[src/rtl/flash_erase_ctrl.sv]
// flash_erase_ctrl: runs one SPI-flash sector erase from a single start request.
// The sequence is WREN, then SE with a 24-bit address, then RDSR polling until WIP clears.
// The SPI bus runs in mode 3, so sck idles high.
// All outputs are registered. The frame engine and the gap timing share a single down-counter.
module flash_erase_ctrl #(
  parameter int unsigned SCK_HALF = 2,
  parameter int unsigned CS_GAP   = 8,
  parameter int unsigned POLL_MAX = 1024,
  parameter logic [7:0]  WREN_CMD = 8'h06,
  parameter logic [7:0]  SE_CMD   = 8'hD8,
  parameter logic [7:0]  RDSR_CMD = 8'h05
) (
  input  logic        sys_clk,
  input  logic        rst_n,
  input  logic        start,
  input  logic [23:0] sector_addr,
  output logic        busy,
  output logic        done,
  output logic        timeout_err,
  output logic        cs_n,
  output logic        sck,
  output logic        mosi,
  input  logic        miso
);

  typedef enum logic [2:0] {
    S_IDLE,
    S_WREN,
    S_GAP,
    S_SE,
    S_POLL,
    S_CHECK,
    S_DONE,
    S_ERR
  } state_t;

  // LEAD: cs_n is low and sck has not fallen yet. LOW/HIGH: the two halves of each bit.
  typedef enum logic [1:0] {
    PH_LEAD,
    PH_LOW,
    PH_HIGH
  } phase_t;

  localparam int unsigned CNT_MAX = (SCK_HALF > CS_GAP) ? SCK_HALF : CS_GAP;
  localparam int unsigned CNT_W   = $clog2(CNT_MAX + 1);
  localparam int unsigned POLL_W  = $clog2(POLL_MAX + 1);

  localparam logic [CNT_W-1:0]  HALF_LOAD    = CNT_W'(SCK_HALF - 1);
  // The GAP state is entered right as cs_n rises, so it waits CS_GAP-1 more cycles.
  localparam logic [CNT_W-1:0]  GAP_LOAD     = CNT_W'(CS_GAP - 1);
  // After a poll, the CHECK cycle already counts as one of the cs_n-high cycles.
  localparam logic [CNT_W-1:0]  GAP_LOAD_CHK = CNT_W'(CS_GAP - 2);
  localparam logic [POLL_W-1:0] POLL_LAST    = POLL_W'(POLL_MAX - 1);

  state_t              state;
  state_t              gap_next;
  phase_t              phase;
  logic [CNT_W-1:0]    cnt;
  logic [4:0]          bit_cnt;
  logic [31:0]         shift;
  logic [23:0]         addr;
  logic [7:0]          status;
  logic [POLL_W-1:0]   poll_cnt;

  // Sequencer: start handshake, bit-level frame engine, cs_n gap timing and status evaluation
  always_ff @(posedge sys_clk or negedge rst_n) begin
    if (!rst_n) begin
      state       <= S_IDLE;
      gap_next    <= S_SE;
      phase       <= PH_LEAD;
      cnt         <= '0;
      bit_cnt     <= '0;
      shift       <= '0;
      addr        <= '0;
      status      <= '0;
      poll_cnt    <= '0;
      busy        <= 1'b0;
      done        <= 1'b0;
      timeout_err <= 1'b0;
      cs_n        <= 1'b1;
      sck         <= 1'b1;
      mosi        <= 1'b0;
    end else begin
      done <= 1'b0;
      unique case (state)
        S_IDLE: begin
          if (start) begin
            addr        <= sector_addr;
            timeout_err <= 1'b0;
            poll_cnt    <= '0;
            busy        <= 1'b1;
            state       <= S_WREN;
            cs_n        <= 1'b0;
            phase       <= PH_LEAD;
            cnt         <= HALF_LOAD;
            shift       <= {WREN_CMD, 24'h000000};
            bit_cnt     <= 5'd7;
          end
        end

        S_WREN, S_SE, S_POLL: begin
          if (cnt != '0) begin
            cnt <= cnt - CNT_W'(1);
          end else begin
            unique case (phase)
              PH_LEAD: begin
                sck   <= 1'b0;
                mosi  <= shift[31];
                shift <= {shift[30:0], 1'b0};
                phase <= PH_LOW;
                cnt   <= HALF_LOAD;
              end
              PH_LOW: begin
                sck   <= 1'b1;
                phase <= PH_HIGH;
                cnt   <= HALF_LOAD;
                if (state == S_POLL && bit_cnt < 5'd8) begin
                  status <= {status[6:0], miso};
                end
              end
              PH_HIGH: begin
                if (bit_cnt == 5'd0) begin
                  cs_n  <= 1'b1;
                  sck   <= 1'b1;
                  mosi  <= 1'b0;
                  phase <= PH_LEAD;
                  if (state == S_POLL) begin
                    state <= S_CHECK;
                  end else begin
                    state    <= S_GAP;
                    cnt      <= GAP_LOAD;
                    gap_next <= (state == S_WREN) ? S_SE : S_POLL;
                  end
                end else begin
                  sck     <= 1'b0;
                  mosi    <= shift[31];
                  shift   <= {shift[30:0], 1'b0};
                  bit_cnt <= bit_cnt - 5'd1;
                  phase   <= PH_LOW;
                  cnt     <= HALF_LOAD;
                end
              end
              default: phase <= PH_LEAD;
            endcase
          end
        end

        S_GAP: begin
          if (cnt != '0) begin
            cnt <= cnt - CNT_W'(1);
          end else begin
            cs_n  <= 1'b0;
            phase <= PH_LEAD;
            cnt   <= HALF_LOAD;
            state <= gap_next;
            if (gap_next == S_SE) begin
              shift   <= {SE_CMD, addr};
              bit_cnt <= 5'd31;
            end else begin
              shift   <= {RDSR_CMD, 24'h000000};
              bit_cnt <= 5'd15;
            end
          end
        end

        S_CHECK: begin
          if (!status[0]) begin
            done  <= 1'b1;
            busy  <= 1'b0;
            state <= S_DONE;
          end else begin
            poll_cnt <= poll_cnt + POLL_W'(1);
            if (poll_cnt == POLL_LAST) begin
              timeout_err <= 1'b1;
              busy        <= 1'b0;
              state       <= S_ERR;
            end else begin
              state    <= S_GAP;
              gap_next <= S_POLL;
              cnt      <= GAP_LOAD_CHK;
            end
          end
        end

        S_DONE, S_ERR: state <= S_IDLE;

        default: state <= S_IDLE;
      endcase
    end
  end

endmodule

[config.mk]
export PLATFORM = sky130hd
export DESIGN_NAME = flash_erase_ctrl
export DESIGN_NICKNAME = d
export VERILOG_FILES = /design/src/rtl/flash_erase_ctrl.sv
export SDC_FILE = /design/constraint.sdc
export NUM_CORES = 1
export LEC_CHECK = 0
export ABC_CLOCK_PERIOD_IN_PS = 2400
export CORE_MARGIN = 2
export CORE_UTILIZATION = 58
export CTS_CLUSTER_SIZE = 28
export DETAILED_ROUTE_END_ITERATION = 10
export PLACE_DENSITY = 0.79
export SYNTH_ARGS = -nofsm -noshare
export SYNTH_HDL_FRONTEND = slang
export SYNTH_SLANG_ARGS = --single-unit
[constraint.sdc]
create_clock -name sys_clk -period 2.4 [get_ports sys_clk]
set_input_delay 0.72 -clock sys_clk [delete_from_list [all_inputs] [get_ports sys_clk]]
set_output_delay 0.72 -clock sys_clk [all_outputs]
set_load 0.05 [all_outputs]
Yosys cells after proc, flatten, opt, wreduce, memory -nomap -nowiden
Index checks and enable logic that the tools add are counted.

word-level totals
  register bits = 91
  bits of input ports = 28
  output and inout bits = 6
  word-level logic and storage cells = 142

cells by class
  $add $sub $neg = 3
  magnitude comparators = 1
  eq/ne operators = 26
  mux-type cells = 68
  bitwise gates (word level) = 1
  reduce and logical (&&, ||, !) cells = 28

operator list
  kind                                                   number
  2-to-1 mux 32 bit                                      5
  one-hot mux 32 bit (3 select lines)                    1
  one-hot mux 32 bit (2 select lines)                    1
  2-to-1 mux 3 bit                                       15
  2-to-1 mux 5 bit                                       6
  2-to-1 mux 4 bit                                       7
  AND reduction 6 bit                                    4
  2-to-1 mux 11 bit                                      2
  one-hot mux 11 bit (2 select lines)                    1
  inequality test 2 bit, second input constant           10
  one-hot mux 4 bit (4 select lines)                     1
  2-to-1 mux 1 bit                                       15
  one-hot mux 3 bit (5 select lines)                     1
  one-hot mux 5 bit (3 select lines)                     1
  equality test 3 bit, second input constant             4
  one-hot mux 2 bit (3 select lines)                     2
  AND reduction 3 bit                                    4
  AND reduction 4 bit                                    3
  adder 11 x 1 -> 11 bit, second input constant          1
  equality test 11 x 10 -> 1 bit, second input constant  1
  equality test 3 x 2 -> 1 bit, second input constant    3
  one-hot mux 4 bit (2 select lines)                     1
  nonzero test 4 bit                                     2
  AND reduction 7 bit                                    1
  25 further kinds                                       35

Depth between registers and ports, before layout
  word-level depth = 7
  gate-level depth with buffers = 9
  depth with buffers taken out = 7

Worst setup path after synthesis
No wires, ideal clock.

  kind = register -> register
  start point = register cnt[0]
  end point = register cnt[1]
  setup time = 0.125 ns
  arrival time = 2.049 ns
  data required time = 2.275 ns
  slack = 0.226 ns
  cell stages (with the launch flop) = 8
  buffers on the path = 0
  clock period less this slack = 2.174 ns
  cells stage by stage = dfrtp_1 > inv_1 > ha_1 > nor3b_4 > o21ai_4 > or4_4 > nand4b_4 > mux2_4

between the ends
  cells in the longest elaborated chain, start to end = 3
  elaborated cells between the ends (all ways) = 8
  those cells by class = add/sub: 1; eq/ne: 2; mux: 3; reduce/logical: 2

ends and longest elaborated chain
  what                                                                              line  text
  from (decl)                                                                       58    logic [CNT_W-1:0] cnt;
  from (signal assigned)                                                            103   cnt <= cnt - CNT_W'(1);
  from (signal assigned)                                                            150   cnt <= cnt - CNT_W'(1);
  subtractor 4 x 1 -> 4 bit / nonzero test 4 bit (equally long branches)            n/a
  2-to-1 mux 4 bit (tied with other cells)                                          149   if (cnt != '0) begin
  one-hot mux 4 bit (4 select lines) / AND reduction 6 bit (equally long branches)  n/a

Several ways; a longest one is shown, not always the timed one.
A chain may end at the register's enable or synchronous reset.

Worst setup path after layout
  start point = register busy
  end point = output busy

RTL lines
  what                    line  text
  from (decl)             17    output logic busy,
  from (signal assigned)  77    busy <= 1'b0;
  from (signal assigned)  91    busy <= 1'b1;
  from (signal assigned)  169   busy <= 1'b0;

No word-level cell between the ends.

==> results <==
-- cell families (layout without fill, tap and decap cells) --
group / count (synthesis) / count (layout) / synth area share [%]
adder cells (fa/ha/maj): 9 / 9 / 2.519
multiplexers: 33 / 33 / 8.452
flip-flops: 90 / 90 / 50.46
XOR/XNOR: 10 / 10 / 1.959
buffers and inverters: 40 / 93 / 4.394
AND/OR/NAND/NOR: 119 / 119 / 14.53
AO/OA/AOI/OAI: 119 / 119 / 17.69
-- final cells by class --
cell class | count | area, µm²
inverter | 16 | 60.06
clock buffer | 9 | 123.9
timing repair buffer | 61 | 558.0
multi-input combinational | 290 | 2034
tap | 102 | 127.6
sequential | 90 | 2256
clock inverter | 7 | 147.6
fill | 571 | 2300
-- flip-flops by register name, indices dropped and copies added (netlist names) --
| signal | count |
|---|---|
| status | 1 |
| cnt | 4 |
| cs_n | 1 |
| state | 3 |
| poll_cnt | 11 |
| shift | 32 |
| timeout_err | 1 |
| bit_cnt | 5 |
| busy | 1 |
| done | 1 |
| sck | 1 |
| gap_next | 2 |
| phase | 2 |
| addr | 24 |
| mosi | 1 |
-- final timing paths --
check / cells after the start / from / end / slack (ns)
worst max-delay path: 1 / busy / busy / 0.15
worst min-delay path: 1 / rst_n / poll_cnt[8] / 0.29
worst max register to register: 8 / cnt[0] / phase[0] / 0.17
worst min register to register: 2 / shift[21] / shift[21] / 0.49
max in group asynchronous: 2 / rst_n / cs_n / 1.40
min in group sys_clk: 2 / shift[21] / shift[21] / 0.49
-- repair_timing --
action,4_1_cts,5_1_grt
gates resized for setup,0,1
setup buffers,0,0
endpoints found under the hold margin,0,0
setup endpoints to repair,0,1
-- worst register-to-register path, stage by stage, from the launching register on --
cell	delay (ns)
dfrtp_1	0.39
inv_1	0.12
ha_1	0.23
or3b_2	0.47
nor2_1	0.13
a21oi_1	0.06
o21ai_0	0.23
buf_4	0.17
mux2_2	0.33
-- stage by stage --
step | setup TNS, ns | std cells | setup slack, ns | hold slack [ns] | cell area (µm²)
CTS | 0 | 575 | 0.1271 | 0.3100 | 5303
floorplan | 0 | 420 | 0.2255 | 0.4244 | 4471
finish | 0 | 575 | 0.1531 | 0.2926 | 5308
detailed placement | -0.8731 | 559 | -0.08092 | 0.4751 | 5031
global placement | -0.3850 | 559 | -0.05494 | 0.4676 | 5031
global route | 0 | 575 | 0.02262 | 0.3330 | 5308
-- report_power, final --
group	internal [mW]	total, mW	switching (mW)
sequential	1.91	2.18	0.276
clock	0.808	1.37	0.566
combinational	1.07	2.43	1.36
total	3.78	5.99	2.20
-- layer usage --
layer / vias up / part of all wire (%) / track usage [%] / wire, µm
met5: - / 0 / 0 / 0
met4: 0 / 1.5 / 8.831 / 133
met3: 14 / 4.6 / 3.615 / 417
met2: 106 / 50 / 39.15 / 4469
met1: 1631 / 44 / 30.08 / 3985
li1: 1609 / - / - / -
-- cell usage in the layout, fill, tap and decap left out, types with 15 or more instances in the layout --
cell type / n
dfrtp_1: 87
nand2_1: 46
clkdlybuf4s50_1: 30
o21ai_1: 29
buf_4: 29
mux2_2: 26
nor2_1: 24
a22oi_1: 23
a21oi_1: 17
inv_1: 16
o21ai_0: 15
==> qor.csv <==
metric;value;unit
leakagePower;2.238;nW
ys_seq_area_share;50.46;%
io_buffers;33;
io_pins;34;
worstPathCellList;clkdlybuf4s50_1;
cpLargestDelayFamily;buffers and inverters;
grt_start_max_net_pins;40;
clk_latency;0.35;ns
vias;3360;
max_freq;445.1;MHz
die_w;91.80;µm
synth_warnings;0;
syn_area_per_cell;10.64;µm²
cts_max_path_buffers;2;
synth_area_leaders;dfrtp_1 49%, mux2_2 6.5%, a22oi_1 3.9%, nand2_1 3.9%, o21ai_1 3.4%;
cp.arrival;1.53;ns
wl_per_cell;15.66;µm
drv_slew;0;
fin_crit;2.247;ns
worst_slew_pin_slew;0.4969;ns
drc;0;
finalHoldViolations;0;
root_buffer;clkbuf_8;
timing.final.crit_share;93.62;%
pwr_density_cell;1128;mW/mm²
start_util;58.77;%
final_core_util;69.77;%
netlist_area;0.004471;mm²
firstDrtPassIters;5;
grt_pass1_wl;15.70;mm
crit_fanout;2;
holdCritPathClass;primary input to async pin;
synth.most_common_cell;dfrtp_1;
synth_top_area_share;48.70;%
htree_levels;3;
crit_required;1.68;ns
critPathLaunchType;flop;
rsz0062_at_grt;no;
cts_tree;yes;
ctsHoldBuffers;0;
outcome;complete, no violations;
first_global_vias;3417;
worstSetupEndpointType;output port;
fp.coreArea;0.007607;mm²
numCtsBuffers;9;
n_antenna_cell;0;
final_nets;505;
grt_antenna_before_repair;0;
num_rows;32;
synth_cell_types;69;
syn_inst;420;
synth_nets;457;
synth_edf_count;0;
slowest_stage;clkdlybuf4s50_1;
die_area;0.008426;mm²
worstSetupPathType;flop to output port;
vias_per_cell;5.843;
drv_cap;0;
overflow;0;
place.gp.congestion;0.9037;
layout-drive-gt1-share;20.72;%
path_clk_slew;0.10;ns
synth_top_cell_by_area;dfrtp_1;
drt_iter0_drc;273;
ir_drop;616.9;µV
synth-main-ff-cell;dfrtp_1;
power;5.987;mW
ant_nets;0;
worst-path-buf-inv;1;
setup_viol;0;
slew_headroom;66.77;%
synth_seq_cells;90;
grt_usage;23.12;%
synthArstFlopShare;100.0;%
clock_sinks;90;
drt-total-wl;9.005;mm
post-dp-hpwl;6.539;mm
synthToLayoutAreaGrowth;18.72;%
critPathMaxStageDelay;0.81;ns
die_h;91.80;µm
synthTopCellsByCount;87 x dfrtp_1, 46 x nand2_1, 30 x o21ai_1;
fin_skew;0.01478;ns
Note: power is estimated with default switching activity, not from simulation.
